`config.mk`:
```
export PLATFORM = sky130hd
export DESIGN_NAME = csr_access_unit_flat
export DESIGN_NICKNAME = d
export VERILOG_FILES = /design/src/rtl/csr_access_unit_pkg.sv /design/src/rtl/csr_access_unit_if.sv /design/src/rtl/csr_access_unit_rmw_alu.sv /design/src/rtl/csr_access_unit.sv /design/src/flat_wrapper.sv
export SDC_FILE = /design/constraint.sdc
export NUM_CORES = 1
export LEC_CHECK = 0
export ABC_CLOCK_PERIOD_IN_PS = 21000
export CAP_MARGIN = 10
export CORE_ASPECT_RATIO = 0.8
export CORE_MARGIN = 3
export CORE_UTILIZATION = 50
export CTS_CLUSTER_DIAMETER = 80
export CTS_CLUSTER_SIZE = 24
export DETAILED_ROUTE_END_ITERATION = 12
export GPL_TIMING_DRIVEN = 0
export PLACE_DENSITY = 0.85
export SETUP_SLACK_MARGIN = 0.5
export SLEW_MARGIN = 20
export SYNTH_ARGS = -nofsm -noshare
export SYNTH_HDL_FRONTEND = slang
export SYNTH_SLANG_ARGS = --single-unit
export TNS_END_PERCENT = 20
```
`constraint.sdc`:
```
create_clock -name clk_i -period 21 [get_ports clk_i]
set_input_delay 4.2 -clock clk_i [delete_from_list [all_inputs] [get_ports clk_i]]
set_output_delay 4.2 -clock clk_i [all_outputs]
set_load 0.05 [all_outputs]
```
`src/rtl/csr_access_unit_pkg.sv`:
```
// Shared CSR definitions: op encoding, trap cause, and address classification.
// Used by the CSR access unit and its read-modify-write datapath.
package csr_access_unit_pkg;

    typedef enum logic [1:0] {
        CSR_OP_NONE = 2'd0,
        CSR_OP_RW   = 2'd1,
        CSR_OP_RS   = 2'd2,
        CSR_OP_RC   = 2'd3
    } csr_op_e;

    localparam logic [31:0] CSR_CAUSE_ILLEGAL_INSTR = 32'd2;

    localparam logic [11:0] CSR_MTVEC     = 12'h305;
    localparam logic [11:0] CSR_MSCRATCH  = 12'h340;
    localparam logic [11:0] CSR_MEPC      = 12'h341;
    localparam logic [11:0] CSR_MCAUSE    = 12'h342;
    localparam logic [11:0] CSR_MTVAL     = 12'h343;
    localparam logic [11:0] CSR_MCYCLE    = 12'hB00;
    localparam logic [11:0] CSR_MINSTRET  = 12'hB02;
    localparam logic [11:0] CSR_MCYCLEH   = 12'hB80;
    localparam logic [11:0] CSR_MINSTRETH = 12'hB82;

    function automatic logic csr_is_implemented(input logic [11:0] addr);
        return (addr == CSR_MTVEC)    || (addr == CSR_MSCRATCH) ||
               (addr == CSR_MEPC)     || (addr == CSR_MCAUSE)   ||
               (addr == CSR_MTVAL)    || (addr == CSR_MCYCLE)   ||
               (addr == CSR_MCYCLEH)  || (addr == CSR_MINSTRET) ||
               (addr == CSR_MINSTRETH);
    endfunction

    // Counters are treated as read-only here alongside the 2'b11 address space.
    function automatic logic csr_is_readonly(input logic [11:0] addr);
        return (addr[11:10] == 2'b11)  ||
               (addr == CSR_MCYCLE)    || (addr == CSR_MCYCLEH) ||
               (addr == CSR_MINSTRET)  || (addr == CSR_MINSTRETH);
    endfunction

endpackage

```
`src/rtl/csr_access_unit_if.sv`:
```
// Request/response handshake between execute, the CSR access unit and writeback.
// master drives requests and accepts responses; slave is the access unit.
interface csr_access_unit_if;

    logic        req_valid;
    logic        req_ready;
    logic [1:0]  req_op;
    logic        req_use_imm;
    logic [31:0] req_rs1_data;
    logic [4:0]  req_uimm;
    logic        req_rs1_is_x0;
    logic        req_rd_is_x0;
    logic [11:0] req_addr;
    logic [31:0] req_pc;

    logic        rsp_valid;
    logic        rsp_ready;
    logic [31:0] rsp_rdata;
    logic        rsp_trap;
    logic [31:0] rsp_mcause;
    logic [31:0] rsp_trap_pc;

    modport master (
        output req_valid, req_op, req_use_imm, req_rs1_data, req_uimm,
               req_rs1_is_x0, req_rd_is_x0, req_addr, req_pc, rsp_ready,
        input  req_ready, rsp_valid, rsp_rdata, rsp_trap, rsp_mcause,
               rsp_trap_pc
    );

    modport slave (
        input  req_valid, req_op, req_use_imm, req_rs1_data, req_uimm,
               req_rs1_is_x0, req_rd_is_x0, req_addr, req_pc, rsp_ready,
        output req_ready, rsp_valid, rsp_rdata, rsp_trap, rsp_mcause,
               rsp_trap_pc
    );

endinterface

```
`src/rtl/csr_access_unit_rmw_alu.sv`:
```
// Zicsr read-modify-write datapath: combines source operand with the old value.
// Field masking is left to the CSR file.
module csr_rmw_alu
    import csr_access_unit_pkg::*;
(
    input  csr_op_e     i_op,
    input  logic [31:0] i_src,
    input  logic [31:0] i_old,
    output logic [31:0] o_wdata
);

    always_comb begin
        o_wdata = i_src;
        unique case (i_op)
            CSR_OP_RW: o_wdata = i_src;
            CSR_OP_RS: o_wdata = i_old | i_src;
            CSR_OP_RC: o_wdata = i_old & ~i_src;
            default:   o_wdata = i_src;
        endcase
    end

endmodule

```
`src/rtl/csr_access_unit.sv`:
```
// CSR access unit: accepts one Zicsr op, reads, checks legality, writes once,
// and returns the old value or an illegal-instruction trap.
module csr_access_unit
    import csr_access_unit_pkg::*;
#(
    parameter logic [31:0] ILLEGAL_CAUSE = CSR_CAUSE_ILLEGAL_INSTR,
    parameter bit          CHECK_ADDR    = 1'b1
) (
    input  logic             clk_i,
    input  logic             rst_i,
    input  logic             flush_i,
    csr_access_unit_if.slave bus,
    output logic [11:0]      csr_raddr_o,
    input  logic [31:0]      csr_rdata_i,
    output logic             csr_we_o,
    output logic [11:0]      csr_waddr_o,
    output logic [31:0]      csr_wdata_o
);

    typedef enum logic [1:0] {
        S_IDLE,
        S_READ,
        S_WRITE,
        S_RESP
    } state_e;

    state_e      r_state;
    csr_op_e     r_op;
    logic        r_use_imm;
    logic [31:0] r_rs1;
    logic [4:0]  r_uimm;
    logic        r_rs1_x0;
    logic        r_rd_x0;
    logic [11:0] r_addr;
    logic [31:0] r_pc;
    logic [31:0] r_old;
    logic        r_ready;
    logic        r_we;
    logic [31:0] r_wdata;
    logic        r_rsp_valid;
    logic        r_rsp_trap;
    logic [31:0] r_rsp_rdata;
    logic [31:0] r_rsp_mcause;
    logic [31:0] r_rsp_pc;

    logic [31:0] w_src;
    logic        w_src_nz;
    logic        w_wr_needed;
    logic        w_impl;
    logic        w_illegal;
    logic        w_do_write;
    logic [31:0] w_old;
    logic [31:0] w_wdata;

    assign w_src       = r_use_imm ? {27'b0, r_uimm} : r_rs1;
    assign w_src_nz    = r_use_imm ? (r_uimm != '0) : !r_rs1_x0;
    assign w_wr_needed = (r_op == CSR_OP_RW) || w_src_nz;
    assign w_impl      = csr_is_implemented(r_addr);
    assign w_illegal   = (r_op == CSR_OP_NONE) ||
                         (CHECK_ADDR && !w_impl) ||
                         (w_wr_needed && csr_is_readonly(r_addr));
    // Unimplemented CSRs read as zero and drop writes when not trapping.
    assign w_old       = w_impl ? csr_rdata_i : '0;
    assign w_do_write  = w_wr_needed && w_impl;

    csr_rmw_alu u_alu (
        .i_op   (r_op),
        .i_src  (w_src),
        .i_old  (w_old),
        .o_wdata(w_wdata)
    );

    always_ff @(posedge clk_i or posedge rst_i) begin
        if (rst_i) begin
            r_state      <= S_IDLE;
            r_op         <= CSR_OP_NONE;
            r_use_imm    <= 1'b0;
            r_rs1        <= '0;
            r_uimm       <= '0;
            r_rs1_x0     <= 1'b0;
            r_rd_x0      <= 1'b0;
            r_addr       <= '0;
            r_pc         <= '0;
            r_old        <= '0;
            r_ready      <= 1'b1;
            r_we         <= 1'b0;
            r_wdata      <= '0;
            r_rsp_valid  <= 1'b0;
            r_rsp_trap   <= 1'b0;
            r_rsp_rdata  <= '0;
            r_rsp_mcause <= '0;
            r_rsp_pc     <= '0;
        end else begin
            unique case (r_state)
                S_IDLE: begin
                    if (bus.req_valid && !flush_i) begin
                        r_op      <= csr_op_e'(bus.req_op);
                        r_use_imm <= bus.req_use_imm;
                        r_rs1     <= bus.req_rs1_data;
                        r_uimm    <= bus.req_uimm;
                        r_rs1_x0  <= bus.req_rs1_is_x0;
                        r_rd_x0   <= bus.req_rd_is_x0;
                        r_addr    <= bus.req_addr;
                        r_pc      <= bus.req_pc;
                        r_ready   <= 1'b0;
                        r_state   <= S_READ;
                    end
                end
                S_READ: begin
                    if (flush_i) begin
                        r_ready <= 1'b1;
                        r_state <= S_IDLE;
                    end else begin
                        r_old <= w_old;
                        if (w_illegal) begin
                            r_rsp_valid  <= 1'b1;
                            r_rsp_trap   <= 1'b1;
                            r_rsp_mcause <= ILLEGAL_CAUSE;
                            r_rsp_pc     <= r_pc;
                            r_rsp_rdata  <= '0;
                            r_state      <= S_RESP;
                        end else if (w_do_write) begin
                            r_we    <= 1'b1;
                            r_wdata <= w_wdata;
                            r_state <= S_WRITE;
                        end else begin
                            r_rsp_valid  <= 1'b1;
                            r_rsp_trap   <= 1'b0;
                            r_rsp_mcause <= '0;
                            r_rsp_pc     <= '0;
                            r_rsp_rdata  <= r_rd_x0 ? '0 : w_old;
                            r_state      <= S_RESP;
                        end
                    end
                end
                S_WRITE: begin
                    r_we         <= 1'b0;
                    r_wdata      <= '0;
                    r_rsp_valid  <= 1'b1;
                    r_rsp_trap   <= 1'b0;
                    r_rsp_mcause <= '0;
                    r_rsp_pc     <= '0;
                    r_rsp_rdata  <= r_rd_x0 ? '0 : r_old;
                    r_state      <= S_RESP;
                end
                S_RESP: begin
                    if (bus.rsp_ready) begin
                        r_rsp_valid  <= 1'b0;
                        r_rsp_trap   <= 1'b0;
                        r_rsp_mcause <= '0;
                        r_rsp_pc     <= '0;
                        r_rsp_rdata  <= '0;
                        r_ready      <= 1'b1;
                        r_state      <= S_IDLE;
                    end
                end
                default: begin
                    r_ready <= 1'b1;
                    r_state <= S_IDLE;
                end
            endcase
        end
    end

    assign bus.req_ready   = r_ready;
    assign bus.rsp_valid   = r_rsp_valid;
    assign bus.rsp_trap    = r_rsp_trap;
    assign bus.rsp_rdata   = r_rsp_rdata;
    assign bus.rsp_mcause  = r_rsp_mcause;
    assign bus.rsp_trap_pc = r_rsp_pc;

    assign csr_raddr_o = r_addr;
    assign csr_we_o    = r_we;
    assign csr_waddr_o = r_addr;
    assign csr_wdata_o = r_wdata;

endmodule

```
`src/flat_wrapper.sv`:
```
// flat-port wrapper written by rule: the top's interface ports become plain ports
module csr_access_unit_flat import csr_access_unit_pkg::*;
#(
    parameter logic [31:0] ILLEGAL_CAUSE = CSR_CAUSE_ILLEGAL_INSTR,
    parameter bit          CHECK_ADDR    = 1'b1
)
  (clk_i, rst_i, flush_i, csr_raddr_o, csr_rdata_i, csr_we_o, csr_waddr_o, csr_wdata_o, bus_req_valid, bus_req_op, bus_req_use_imm, bus_req_rs1_data, bus_req_uimm, bus_req_rs1_is_x0, bus_req_rd_is_x0, bus_req_addr, bus_req_pc, bus_rsp_ready, bus_req_ready, bus_rsp_valid, bus_rsp_rdata, bus_rsp_trap, bus_rsp_mcause, bus_rsp_trap_pc);
  csr_access_unit_if bus_i ();
  input  logic clk_i;
  input  logic rst_i;
  input  logic flush_i;
  output logic [11:0] csr_raddr_o;
  input  logic [31:0] csr_rdata_i;
  output logic csr_we_o;
  output logic [11:0] csr_waddr_o;
  output logic [31:0] csr_wdata_o;
  input wire logic [$bits(bus_i.req_valid)-1:0] bus_req_valid;
  input wire logic [$bits(bus_i.req_op)-1:0] bus_req_op;
  input wire logic [$bits(bus_i.req_use_imm)-1:0] bus_req_use_imm;
  input wire logic [$bits(bus_i.req_rs1_data)-1:0] bus_req_rs1_data;
  input wire logic [$bits(bus_i.req_uimm)-1:0] bus_req_uimm;
  input wire logic [$bits(bus_i.req_rs1_is_x0)-1:0] bus_req_rs1_is_x0;
  input wire logic [$bits(bus_i.req_rd_is_x0)-1:0] bus_req_rd_is_x0;
  input wire logic [$bits(bus_i.req_addr)-1:0] bus_req_addr;
  input wire logic [$bits(bus_i.req_pc)-1:0] bus_req_pc;
  input wire logic [$bits(bus_i.rsp_ready)-1:0] bus_rsp_ready;
  output wire logic [$bits(bus_i.req_ready)-1:0] bus_req_ready;
  output wire logic [$bits(bus_i.rsp_valid)-1:0] bus_rsp_valid;
  output wire logic [$bits(bus_i.rsp_rdata)-1:0] bus_rsp_rdata;
  output wire logic [$bits(bus_i.rsp_trap)-1:0] bus_rsp_trap;
  output wire logic [$bits(bus_i.rsp_mcause)-1:0] bus_rsp_mcause;
  output wire logic [$bits(bus_i.rsp_trap_pc)-1:0] bus_rsp_trap_pc;
  assign bus_i.req_valid = bus_req_valid;
  assign bus_i.req_op = bus_req_op;
  assign bus_i.req_use_imm = bus_req_use_imm;
  assign bus_i.req_rs1_data = bus_req_rs1_data;
  assign bus_i.req_uimm = bus_req_uimm;
  assign bus_i.req_rs1_is_x0 = bus_req_rs1_is_x0;
  assign bus_i.req_rd_is_x0 = bus_req_rd_is_x0;
  assign bus_i.req_addr = bus_req_addr;
  assign bus_i.req_pc = bus_req_pc;
  assign bus_i.rsp_ready = bus_rsp_ready;
  assign bus_req_ready = bus_i.req_ready;
  assign bus_rsp_valid = bus_i.rsp_valid;
  assign bus_rsp_rdata = bus_i.rsp_rdata;
  assign bus_rsp_trap = bus_i.rsp_trap;
  assign bus_rsp_mcause = bus_i.rsp_mcause;
  assign bus_rsp_trap_pc = bus_i.rsp_trap_pc;
  csr_access_unit #(.ILLEGAL_CAUSE(ILLEGAL_CAUSE), .CHECK_ADDR(CHECK_ADDR)) u_core (.clk_i(clk_i), .rst_i(rst_i), .flush_i(flush_i), .bus(bus_i), .csr_raddr_o(csr_raddr_o), .csr_rdata_i(csr_rdata_i), .csr_we_o(csr_we_o), .csr_waddr_o(csr_waddr_o), .csr_wdata_o(csr_wdata_o));
endmodule
```
==> metrics.md, run 1 <==
| Metric | Value |
|---|---|
| Status | `complete, no violations` |
| Leakage | `5.84 nW` |
| Final TNS setup | `0 ns` |
| Yosys warnings | `0` |
| Crit Path Class | `primary input to flip-flop` |
| Core Util, Final | `0.689` |
| Highest Signal Layer | `met4` |
| Met1 WL | `11.8 mm` |
| Diodes inserted | `0` |
| Die Y | `132 um` |
| GPL Wtd Cong | `0.888` |
| Most common cell after layout, fill and taps aside | `clkdlybuf4s50_1` |
| Cell Area, Placed | `12900 um2` |
| Hold WC Path Type | `flip-flop to flip-flop` |
| Final Hold Fails | `0` |
| Initial antenna violation count | `0` |
| Met2 wire length | `12.6 mm` |
| Worst path required time | `21.36 ns` |
| CTS resizes | `0` |
| Clock sinks | `220` |
| Setup Buffers After CTS | `0` |
| Peak VDD IR | `0.109 mV` |
| Final instance area | `13300 um2` |
| Flops & latches, synth | `220` |
| Worst-path clk slew | `0.10 ns` |
| Final worst path period share | `0.314` |
| Worst-case clock buffer depth | `3` |
| Cts hold-fix bufs | `0` |
| Area of the multi-input gates | `3930 um2` |
| Post-synthesis sequential area ratio | `0.554` |
| Mapped Area | `9940 um2` |
| Largest net degree at the start of global routing | `83` |
| Grt ovf | `0` |
| I/O Buffers | `247` |
| MaxCap Viol Count | `0` |
| Rel. slew slack | `0.382` |
| Fin nets | `1277` |
| Synthesis-to-finish area growth | `33.5%` |
| Number of fill cells | `1478` |
| Routed wl met3 | `2.51 mm` |
| Vias in the first global route | `7738` |
| Synth Flop Type | `dfrtp_1` |
| Pwr dens | `128 nW/um2` |
| Tmin final | `6.59 ns` |
| 1st-pass router iterations | `5` |
| TritonCTS clock tree | `built` |
| Die Wd | `164 um` |
| Crit end category | `flip-flop` |
| Top achievable clock speed | `152 MHz` |
| Worst skew pair latency | `0.47 ns` |
| Final routed DRC violation total | `0` |
| Number of DRC markers in iteration 0 | `546` |
| # IOs | `279` |
| H-tree levels | `1` |
| RSZ-0062 raised after global routing | `no` |
| Ratio of cells with drive above 1 in the final layout | `0.172` |
| Critical Path Fanout Max | `10` |
| Mapped Cells | `860` |
| Register area | `5510 um2` |
| Clock Root Buffer | `clkbuf_16` |
| Core area | `19300 um2` |
| Via-per-instance ratio | `5.59` |
| Post-Syn Area per Cell | `11.6 um2` |
| Cell variety after synth | `41` |
| Final setup violating endpoints | `0` |
| Overall global routing resource usage | `0.251` |
| Minimum hold slack | `0.484 ns` |
| Num CTS Buffers | `13` |
| Row count | `45` |
| First-pass GRT wire length | `43.1 mm` |
| Hpwl dp | `20.4 mm` |
| Number of synthesized flops with an enable pin | `0` |
| Crit path DAT | `6.95 ns` |
| Drt wl/cell | `19.6 um` |
| Clock skew | `0.0203 ns` |
| Via count | `7909` |
| Post-synth ARST share | `1.00` |
| Initial core utilization | `0.516` |
| Final Max Tran Viols | `0` |
| Measured slew at the worst slew-check pin | `0.919 ns` |
| Commonest non-fill, non-tap cells in the layout | `clkdlybuf4s50_1 (247), dfrtp_1 (219), nand2_1 (139), mux2_2 (117), clkbuf_1 (48)` |
| Post-Route WL | `27.7 mm` |
| CP Launch Type | `primary input` |
| DIE AREA | `21600 um2` |
| Antenna-violating nets left | `0` |
==> layout make-up <==
type / instances / share of cell area
Sequential cell: 220 / 0.415
Clock inverter: 2 / 0.00189
Tap cell: 258 / 0.0243
Timing Repair Buffer: 249 / 0.190
Clock buffer: 16 / 0.0254
Buffer: 106 / 0.0457
Multi-Input combinational cell: 561 / 0.296
Inverter: 3 / 0.00141
==> cells by family after synthesis <==
| logic type | count (synthesis) | share of synthesized area |
|---|---|---|
| AND/OR/NAND/NOR | 230 | 0.104 |
| flip-flops | 220 | 0.554 |
| multiplexers | 155 | 0.171 |
| AO/OA/AOI/OAI | 145 | 0.108 |
| buffers and inverters | 109 | 0.0622 |
| other | 1 | 0.000377 |
==> critical path: stages <==
cell and delay [ns]:
clkdlybuf4s50_1 0.48, nand2_1 0.07, nor3_1 0.63, clkbuf_1 0.61
clkbuf_1 0.55, mux2_2 0.40
==> synthesized netlist by cell type, types with 2 or more instances <==
master    count  area share
o21a_1        3      0.0023
a22o_1       32       0.028
dfrtp_1     219        0.55
a31oi_1       5      0.0031
o21ai_0      36       0.018
nor3_1        4      0.0020
buf_6         4      0.0045
nor2_1       12      0.0045
nand2_1     139       0.052
mux2i_1      38       0.038
nand3_1      33       0.017
mux2_2      117        0.13
buf_1         2     0.00076
buf_4        44       0.033
clkbuf_1     45       0.017
and2_1        2      0.0013
a32oi_1      27       0.024
nand2b_1     31       0.020
inv_1         3      0.0011
buf_2        11      0.0055
a21oi_1       2      0.0010
o31ai_1      32       0.024
==> flip-flops by register name, indices dropped and copies added, names as in the netlist, 2 cells and up, named ones only <==
register / cells
u_core.bus.rsp_rdata: 32
u_core.bus.rsp_trap_pc: 32
u_core.csr_raddr_o: 12
u_core.csr_wdata_o: 32
u_core.r_old: 32
u_core.r_op: 2
u_core.r_pc: 32
u_core.r_rs1: 32
u_core.r_uimm: 5
==> path summary, 6_finish.rpt <==
kind | from | to | slack (ns) | cells after the start
setup / recovery | bus_req_valid | u_core.r_rs1[11] | 14.41 | 6
hold / removal | u_core.r_pc[17] | u_core.bus.rsp_trap_pc[17] | 0.48 | 1
setup reg to reg | u_core.r_state[0] | u_core.r_rs1[11] | 17.95 | 7
hold reg to reg | u_core.r_pc[17] | u_core.bus.rsp_trap_pc[17] | 0.48 | 1
max in group asynchronous | rst_i | u_core.bus.req_ready | 16.02 | 3
min in group asynchronous | rst_i | u_core.bus.rsp_trap_pc[30] | 4.21 | 2
==> power by group <==
group / internal [W] / switching (W) / total [W]
clock: 0.000117 / 0.000141 / 0.000258
sequential: 0.000548 / 0.0000889 / 0.000637
combinational: 0.000314 / 0.000491 / 0.000805
==> metal layers <==
layer	up-vias	GRT usage
li1	3563	-
met1	3937	0.359
met2	358	0.381
met3	51	0.0644
met4	0	0.0728
met5	-	0
==> per-stage QoR <==
stage / cells / worst slack (ns) / power [W]
2_1_floorplan: 890 / 10.78 / 0.00118
3_3_place_gp: 1395 / 7.92 / 0.00142
3_5_place_dp: 1397 / 13.86 / 0.00145
4_1_cts: 1415 / 14.36 / 0.00171
5_1_grt: 1415 / 14.25 / 0.00179
6_report: 1415 / 14.41 / 0.00170
No activity file was read; power rests on OpenSTA's default activity.
==> run 2, diff against run 1 <==
--- a/config.mk
+++ b/config.mk
@@ -5,16 +5,16 @@
 export SDC_FILE = /design/constraint.sdc
 export NUM_CORES = 1
 export LEC_CHECK = 0
-export ABC_CLOCK_PERIOD_IN_PS = 21000
+export ABC_CLOCK_PERIOD_IN_PS = 6700
 export CAP_MARGIN = 10
 export CORE_ASPECT_RATIO = 0.8
 export CORE_MARGIN = 3
-export CORE_UTILIZATION = 50
+export CORE_UTILIZATION = 48
 export CTS_CLUSTER_DIAMETER = 80
 export CTS_CLUSTER_SIZE = 24
 export DETAILED_ROUTE_END_ITERATION = 12
 export GPL_TIMING_DRIVEN = 0
-export PLACE_DENSITY = 0.85
+export PLACE_DENSITY = 0.82
 export SETUP_SLACK_MARGIN = 0.5
 export SLEW_MARGIN = 20
 export SYNTH_ARGS = -nofsm -noshare
==> constraint.sdc (replaced) <==
create_clock -name clk_i -period 6.7 [get_ports clk_i]
set_input_delay 1.34 -clock clk_i [delete_from_list [all_inputs] [get_ports clk_i]]
set_output_delay 1.34 -clock clk_i [all_outputs]
set_load 0.05 [all_outputs]
==> run 2 against run 1 <==
- final area is 0.89% higher
- global-route usage is 1.1 points lower
- utilization down 2.3 points
- register-to-register slack got worse by 14 ns
- flip-flop and latch count unchanged
- setup slack got worse by 12 ns
- cell count rose by 0.64%
- clock skew grew 0.0091 ns
- sequential power grew to 3.1 times the previous value
- critical path depth unchanged
- first-iteration DRC count is 12% higher
- sequential share of layout area fell by 0.37 points
- largest cell class unchanged
==> metrics.md, run 2 (synthesis results as in run 1) <==
| Metric | Value |
|---|---|
| Status | `complete, no violations (unchanged)` |
| Hpwl dp | `21.1 mm (was 20.4 mm)` |
| Final instance area | `13400 um2 (was 13300 um2)` |
| Pwr dens | `398 nW/um2 (was 128 nW/um2)` |
| Via-per-instance ratio | `5.50 (was 5.59)` |
| Fin nets | `1283 (was 1277)` |
| GPL Wtd Cong | `0.862 (was 0.888)` |
| Leakage | `5.89 nW (was 5.84 nW)` |
| Final worst path period share | `0.584` |
| Top achievable clock speed | `256 MHz` |
| Hold WC Path Type | `flip-flop to flip-flop (unchanged)` |
| Measured slew at the worst slew-check pin | `0.947 ns (was 0.919 ns)` |
| CP cell instances | `clkdlybuf4s50_1, nand2_1, nor3_1, clkbuf_1, clkbuf_1, mux2_2 (unchanged)` |
| Vias in the first global route | `7750 (was 7738)` |
| Worst-case clock buffer depth | `3 (unchanged)` |
| Final setup violating endpoints | `0 (unchanged)` |
| Worst skew pair latency | `0.47 ns (about the same)` |
| Final Max Tran Viols | `0 (unchanged)` |
| Setup crit start | `bus_req_valid (unchanged)` |
| Most frequent CP cell | `clkbuf_1 (unchanged)` |
| Num CTS Buffers | `13 (unchanged)` |
| Initial antenna violation count | `0 (unchanged)` |
| Worst path required time | `7.06 ns (was 21.36 ns)` |
| TritonCTS clock tree | `built (unchanged)` |
| Largest net degree at the start of global routing | `35 (was 83)` |
| Final TNS setup | `0 ns (unchanged)` |
| I/O Buffers | `247 (unchanged)` |
| Antenna-violating nets left | `0 (unchanged)` |
| Final routed DRC violation total | `0 (unchanged)` |
| Final Hold Fails | `0 (unchanged)` |
| Crit path DAT | `4.27 ns (was 6.95 ns)` |
| Core area | `20100 um2 (was 19300 um2)` |
| 1st-pass router iterations | `5 (unchanged)` |
| MaxCap Viol Count | `0 (unchanged)` |
| Diodes inserted | `0 (unchanged)` |
| CTS resizes | `0 (unchanged)` |
| Peak VDD IR | `0.314 mV (was 0.109 mV)` |
| CP Launch Type | `primary input (unchanged)` |
| Die Wd | `167 um (was 164 um)` |
| DIE AREA | `22500 um2 (was 21600 um2)` |
| Critical Path Fanout Max | `10 (unchanged)` |
| Number of fill cells | `1508 (was 1478)` |
| Clock sinks | `220 (unchanged)` |
| Post-Route WL | `27.8 mm (was 27.7 mm)` |
| Crit-path slowest cell | `nor3_1 (unchanged)` |
| Initial core utilization | `0.495 (was 0.516)` |
| Synthesis-to-finish area growth | `34.7% (was 33.5%)` |
| RSZ-0062 raised after global routing | `no (unchanged)` |
| Tmin final | `3.91 ns` |
| Setup Buffers After CTS | `0 (unchanged)` |
| First-pass GRT wire length | `43.3 mm (was 43.1 mm)` |
| Clock skew | `0.0295 ns (was 0.0203 ns)` |
| Cell Area, Placed | `13000 um2 (was 12900 um2)` |
| Number of DRC markers in iteration 0 | `611 (was 546)` |
| Ratio of cells with drive above 1 in the final layout | `0.176 (was 0.172)` |
| Grt ovf | `0 (unchanged)` |
| Worst-path clk slew | `0.10 ns (about the same)` |
| Min-delay src | `u_core.csr_we_o (was u_core.r_pc[17])` |
| Via count | `7837 (was 7909)` |
| Rel. slew slack | `0.364 (was 0.382)` |
| Die Y | `135 um (was 132 um)` |
| Commonest non-fill, non-tap cells in the layout | `clkdlybuf4s50_1 (247), dfrtp_1 (219), nand2_1 (139), mux2_2 (117), clkbuf_1 (46) (was clkdlybuf4s50_1 (247), dfrtp_1 (219), nand2_1 (139), mux2_2 (117), clkbuf_1 (48))` |
| Row count | `46 (was 45)` |
| Crit end category | `flip-flop (unchanged)` |
| Crit Path Class | `primary input to flip-flop (unchanged)` |
| Clock Root Buffer | `clkbuf_16 (unchanged)` |
| Drt wl/cell | `19.5 um (was 19.6 um)` |
| H-tree levels | `1 (unchanged)` |
| Cts hold-fix bufs | `0 (unchanged)` |
| Minimum hold slack | `0.479 ns (was 0.484 ns)` |
| # IOs | `279 (unchanged)` |
| Most common cell after layout, fill and taps aside | `clkdlybuf4s50_1 (unchanged)` |
| Worst path max stage delay | `0.73 ns (was 0.63 ns)` |
| Overall global routing resource usage | `0.240 (was 0.251)` |
| Worst flop-to-flop path startpoint | `u_core.r_state[0] (unchanged)` |
| Total power | `0.00533 W (was 0.00170 W)` |
-- run 2: cell types whose count changed in the layout (fill, tap and decap cells not counted) --
cell and delta:
clkbuf_1 -2, inv_8 -1, buf_12 +5, buf_16 +1
clkinv_2 -1, clkinvlp_4 +1
-- run 2: critical path, delay by kind of cell --
kind,cells,cell delay [ns]
buf+inv,3,1.69
mux,1,0.41
simple gates,2,0.83
-- run 2: per-stage QoR --
stage                util  worst slack (ns)  instances
floorplan               -              2.49        890
global placement    0.640             0.790       1401
detailed placement  0.649              2.27       1409
CTS                 0.667              2.76       1424
global route        0.667              2.68       1424
finish              0.667              2.79       1424
-- run 2: metal layers --
layer  wire (um)  global-route usage
met1       12300               0.345
met2       12700               0.374
met3        2200              0.0550
met4         626              0.0563
met5           0                   0
-- run 2: layout make-up --
type                       count  area, um2  area share
tap                          264        330      0.0247
buffer                       106        607      0.0453
sequential                   220       5510       0.411
clock inverter                 1       20.0     0.00149
timing repair buffer         255       2660       0.198
inverter                       3       15.0     0.00112
clock buffer                  14        329      0.0246
multi-input combinational    561       3930       0.293
-- run 2: worst paths after layout --
path / end / slack, ns / depth (start not counted)
worst max-delay path: u_core.r_rs1[16] / 2.79 / 6
worst min-delay path: u_core.csr_we_o / 0.48 / 2
worst max register to register: u_core.r_rs1[16] / 3.49 / 7
worst min register to register: u_core.csr_we_o / 0.48 / 2
max in group asynchronous: u_core.bus.rsp_rdata[31] / 4.58 / 5
min in group asynchronous: u_core.csr_raddr_o[5] / 1.22 / 2
-- run 2: power breakdown --
| part | internal, W | switching (W) |
|---|---|---|
| Sequential | 0.00172 | 0.000284 |
| Combinational | 0.000992 | 0.00154 |
| Clock | 0.000361 | 0.000441 |
| Total | 0.00307 | 0.00226 |
==> run 3, diff against run 2 <==
--- a/config.mk
+++ b/config.mk
@@ -5,16 +5,16 @@
 export SDC_FILE = /design/constraint.sdc
 export NUM_CORES = 1
 export LEC_CHECK = 0
-export ABC_CLOCK_PERIOD_IN_PS = 6700
+export ABC_CLOCK_PERIOD_IN_PS = 3390
 export CAP_MARGIN = 10
 export CORE_ASPECT_RATIO = 0.8
 export CORE_MARGIN = 3
-export CORE_UTILIZATION = 48
+export CORE_UTILIZATION = 44
 export CTS_CLUSTER_DIAMETER = 80
 export CTS_CLUSTER_SIZE = 24
 export DETAILED_ROUTE_END_ITERATION = 12
 export GPL_TIMING_DRIVEN = 0
-export PLACE_DENSITY = 0.82
+export PLACE_DENSITY = 0.79
 export SETUP_SLACK_MARGIN = 0.5
 export SLEW_MARGIN = 20
 export SYNTH_ARGS = -nofsm -noshare
==> constraint.sdc (replaced) <==
create_clock -name clk_i -period 3.39 [get_ports clk_i]
set_input_delay 0.678 -clock clk_i [delete_from_list [all_inputs] [get_ports clk_i]]
set_output_delay 0.678 -clock clk_i [all_outputs]
set_load 0.05 [all_outputs]
==> run 3 against run 2 <==
- hold slack lost 0.011 ns
- final area is 0.45% higher
- sequential power increased by 98%
- clock power grew 100%
- sequential share of layout area down 0.18 points
- critical path type is now flip-flop to flip-flop
- critical endpoint is now u_core.bus.rsp_rdata[17]
- highest routed layer is now met5
==> metrics.md, run 3 (synthesis results as in run 1) <==
| Metric | Value |
|---|---|
| Pwr dens | `786 nW/um2 (was 398 nW/um2)` |
| H-tree levels | `1 (unchanged)` |
| Final worst path period share | `0.827` |
| Worst-path clk slew | `0.09 ns (was 0.10 ns)` |
| Worst path required time | `3.74 ns (was 7.06 ns)` |
| Crit end category | `flip-flop (unchanged)` |
| Antenna-violating nets left | `0 (unchanged)` |
| Crit Path Class | `flip-flop to flip-flop (was primary input to flip-flop)` |
| # IOs | `279 (unchanged)` |
| Grt ovf | `0 (unchanged)` |
| Leakage | `5.89 nW (about the same)` |
| Cell Area, Placed | `13100 um2 (was 13000 um2)` |
| Peak VDD IR | `0.580 mV (was 0.314 mV)` |
| Critical Path Fanout Max | `10 (unchanged)` |
| Cts hold-fix bufs | `0 (unchanged)` |
| RSZ-0062 raised after global routing | `no (unchanged)` |
| Post-Route WL | `27.7 mm (was 27.8 mm)` |
| DIE AREA | `24400 um2 (was 22500 um2)` |
| Via-per-instance ratio | `5.32 (was 5.50)` |
| First-pass GRT wire length | `43.4 mm (was 43.3 mm)` |
| Number of DRC markers in iteration 0 | `531 (was 611)` |
| Die Y | `140 um (was 135 um)` |
| 1st-pass router iterations | `5 (unchanged)` |
| Clock skew | `0.0283 ns (was 0.0295 ns)` |
| Crit path DAT | `3.16 ns (was 4.27 ns)` |
| Final instance area | `13500 um2 (was 13400 um2)` |
| Clock Root Buffer | `clkbuf_16 (unchanged)` |
| Initial core utilization | `0.455 (was 0.495)` |
| Overall global routing resource usage | `0.221 (was 0.240)` |
| Number of fill cells | `1766 (was 1508)` |
| Tmin final | `2.80 ns` |
| Largest net degree at the start of global routing | `36 (was 35)` |
| Rel. slew slack | `0.471 (was 0.364)` |
| Synthesis-to-finish area growth | `35.3% (was 34.7%)` |
| Final setup violating endpoints | `0 (unchanged)` |
| TritonCTS clock tree | `built (unchanged)` |
| Fin nets | `1282 (was 1283)` |
| GPL Wtd Cong | `0.845 (was 0.862)` |
| Hold WC Path Type | `flip-flop to flip-flop (unchanged)` |
| Register area | `5510 um2 (unchanged)` |
| MaxCap Viol Count | `0 (unchanged)` |
| Final Max Tran Viols | `0 (unchanged)` |
| Drt wl/cell | `18.9 um (was 19.5 um)` |
| Core area | `21900 um2 (was 20100 um2)` |
| Initial antenna violation count | `1 (was 0)` |
| Core Util, Final | `0.615 (was 0.667)` |
| Diodes inserted | `0 (unchanged)` |
| Measured slew at the worst slew-check pin | `0.788 ns (was 0.947 ns)` |
| Die Wd | `174 um (was 167 um)` |
| Area of the multi-input gates | `3940 um2 (was 3930 um2)` |
| Row count | `48 (was 46)` |
| Num CTS Buffers | `13 (unchanged)` |
| I/O Buffers | `247 (unchanged)` |
| Post-Layout Cell Count | `1463 (was 1424)` |
| Via count | `7777 (was 7837)` |
| CP Launch Type | `flip-flop (was primary input)` |
| Setup Buffers After CTS | `0 (unchanged)` |
| Top achievable clock speed | `357 MHz` |
| Clock sinks | `220 (unchanged)` |
| Ratio of cells with drive above 1 in the final layout | `0.179 (was 0.176)` |
| Most common cell after layout, fill and taps aside | `clkdlybuf4s50_1 (unchanged)` |
| Status | `complete, no violations (unchanged)` |
| Final Hold Fails | `0 (unchanged)` |
| Worst-case clock buffer depth | `3 (unchanged)` |
| Final routed DRC violation total | `0 (unchanged)` |
| Placed Instances | `1444 (was 1409)` |
| Vias in the first global route | `7660 (was 7750)` |
| Final worst slack | `0.588 ns (was 2.79 ns)` |
| DP Worst Slack | `-0.186 ns (was 2.27 ns)` |
| Hpwl dp | `21.1 mm (about the same)` |
| Worst skew pair latency | `0.47 ns (about the same)` |
| Commonest non-fill, non-tap cells in the layout | `clkdlybuf4s50_1 (247), dfrtp_1 (219), nand2_1 (139), mux2_2 (117), clkbuf_1 (47) (was clkdlybuf4s50_1 (247), dfrtp_1 (219), nand2_1 (139), mux2_2 (117), clkbuf_1 (46))` |
-- run 3: cell types whose count changed in the layout (fill, tap and decap cells not counted), sizes merged --
cell	before	now
clkbuf	59	63
buf	69	68
-- run 3: path summary, 6_finish.rpt --
check	slack (ns)	cells past startpoint	startpoint	to
max	0.59	6	u_core.csr_raddr_o[2]	u_core.bus.rsp_rdata[17]
min	0.47	1	u_core.r_pc[18]	u_core.bus.rsp_trap_pc[18]
max reg2reg	0.59	6	u_core.csr_raddr_o[2]	u_core.bus.rsp_rdata[17]
min reg2reg	0.47	1	u_core.r_pc[18]	u_core.bus.rsp_trap_pc[18]
max in group asynchronous	1.71	5	rst_i	u_core.r_rs1[21]
min in group asynchronous	0.65	2	rst_i	u_core.csr_raddr_o[7]
-- run 3: power breakdown --
part           total, W  switching (W)  internal, W  leakage, nW
clock           0.00163       0.000868     0.000766        0.185
sequential      0.00395       0.000554      0.00339         2.86
combinational   0.00499        0.00303      0.00196         2.84
total            0.0106        0.00445      0.00612         5.89
-- run 3: layout make-up --
| class | instances | area share |
|---|---|---|
| inverters | 3 | 0.00112 |
| flip-flops and latches | 220 | 0.409 |
| clock buffers | 18 | 0.0271 |
| well taps | 300 | 0.0279 |
| repair buffers | 254 | 0.195 |
| clock inverters | 1 | 0.00121 |
| plain buffers | 106 | 0.0452 |
| multi-input cells | 561 | 0.293 |
-- run 3: worst max-delay path, stage by stage (launching register included) --
cell and delay, ns:
dfrtp_1 0.45, or4b_1 0.60, nor4_1 0.26, o21a_1 0.36, clkbuf_1 0.50, o31ai_1 0.20
mux2_2 0.30
-- run 3: routing by layer --
metal  global-route usage  share of wire
met4               0.0431          0.020
met5                    0        0.00025
met2                0.340           0.45
met3               0.0564          0.080
met1                0.321           0.45
-- run 3: timing repair --
| item | in CTS | in global routing |
|---|---|---|
| cloned | 0 | 0 |
| endpoints found under the setup margin | 19 | 37 |
| gates resized for setup | 1 | 3 |
-- run 3: stage by stage --
step | hold WS (ns) | power [W] | TNS [ns]
5_1_grt | 0.499 | 0.0111 | 0
2_1_floorplan | 0.450 | 0.00732 | -34.00
3_3_place_gp | 0.460 | 0.00882 | -408.87
3_5_place_dp | 0.464 | 0.00898 | -1.59
6_report | 0.469 | 0.0106 | 0
4_1_cts | 0.474 | 0.0106 | 0
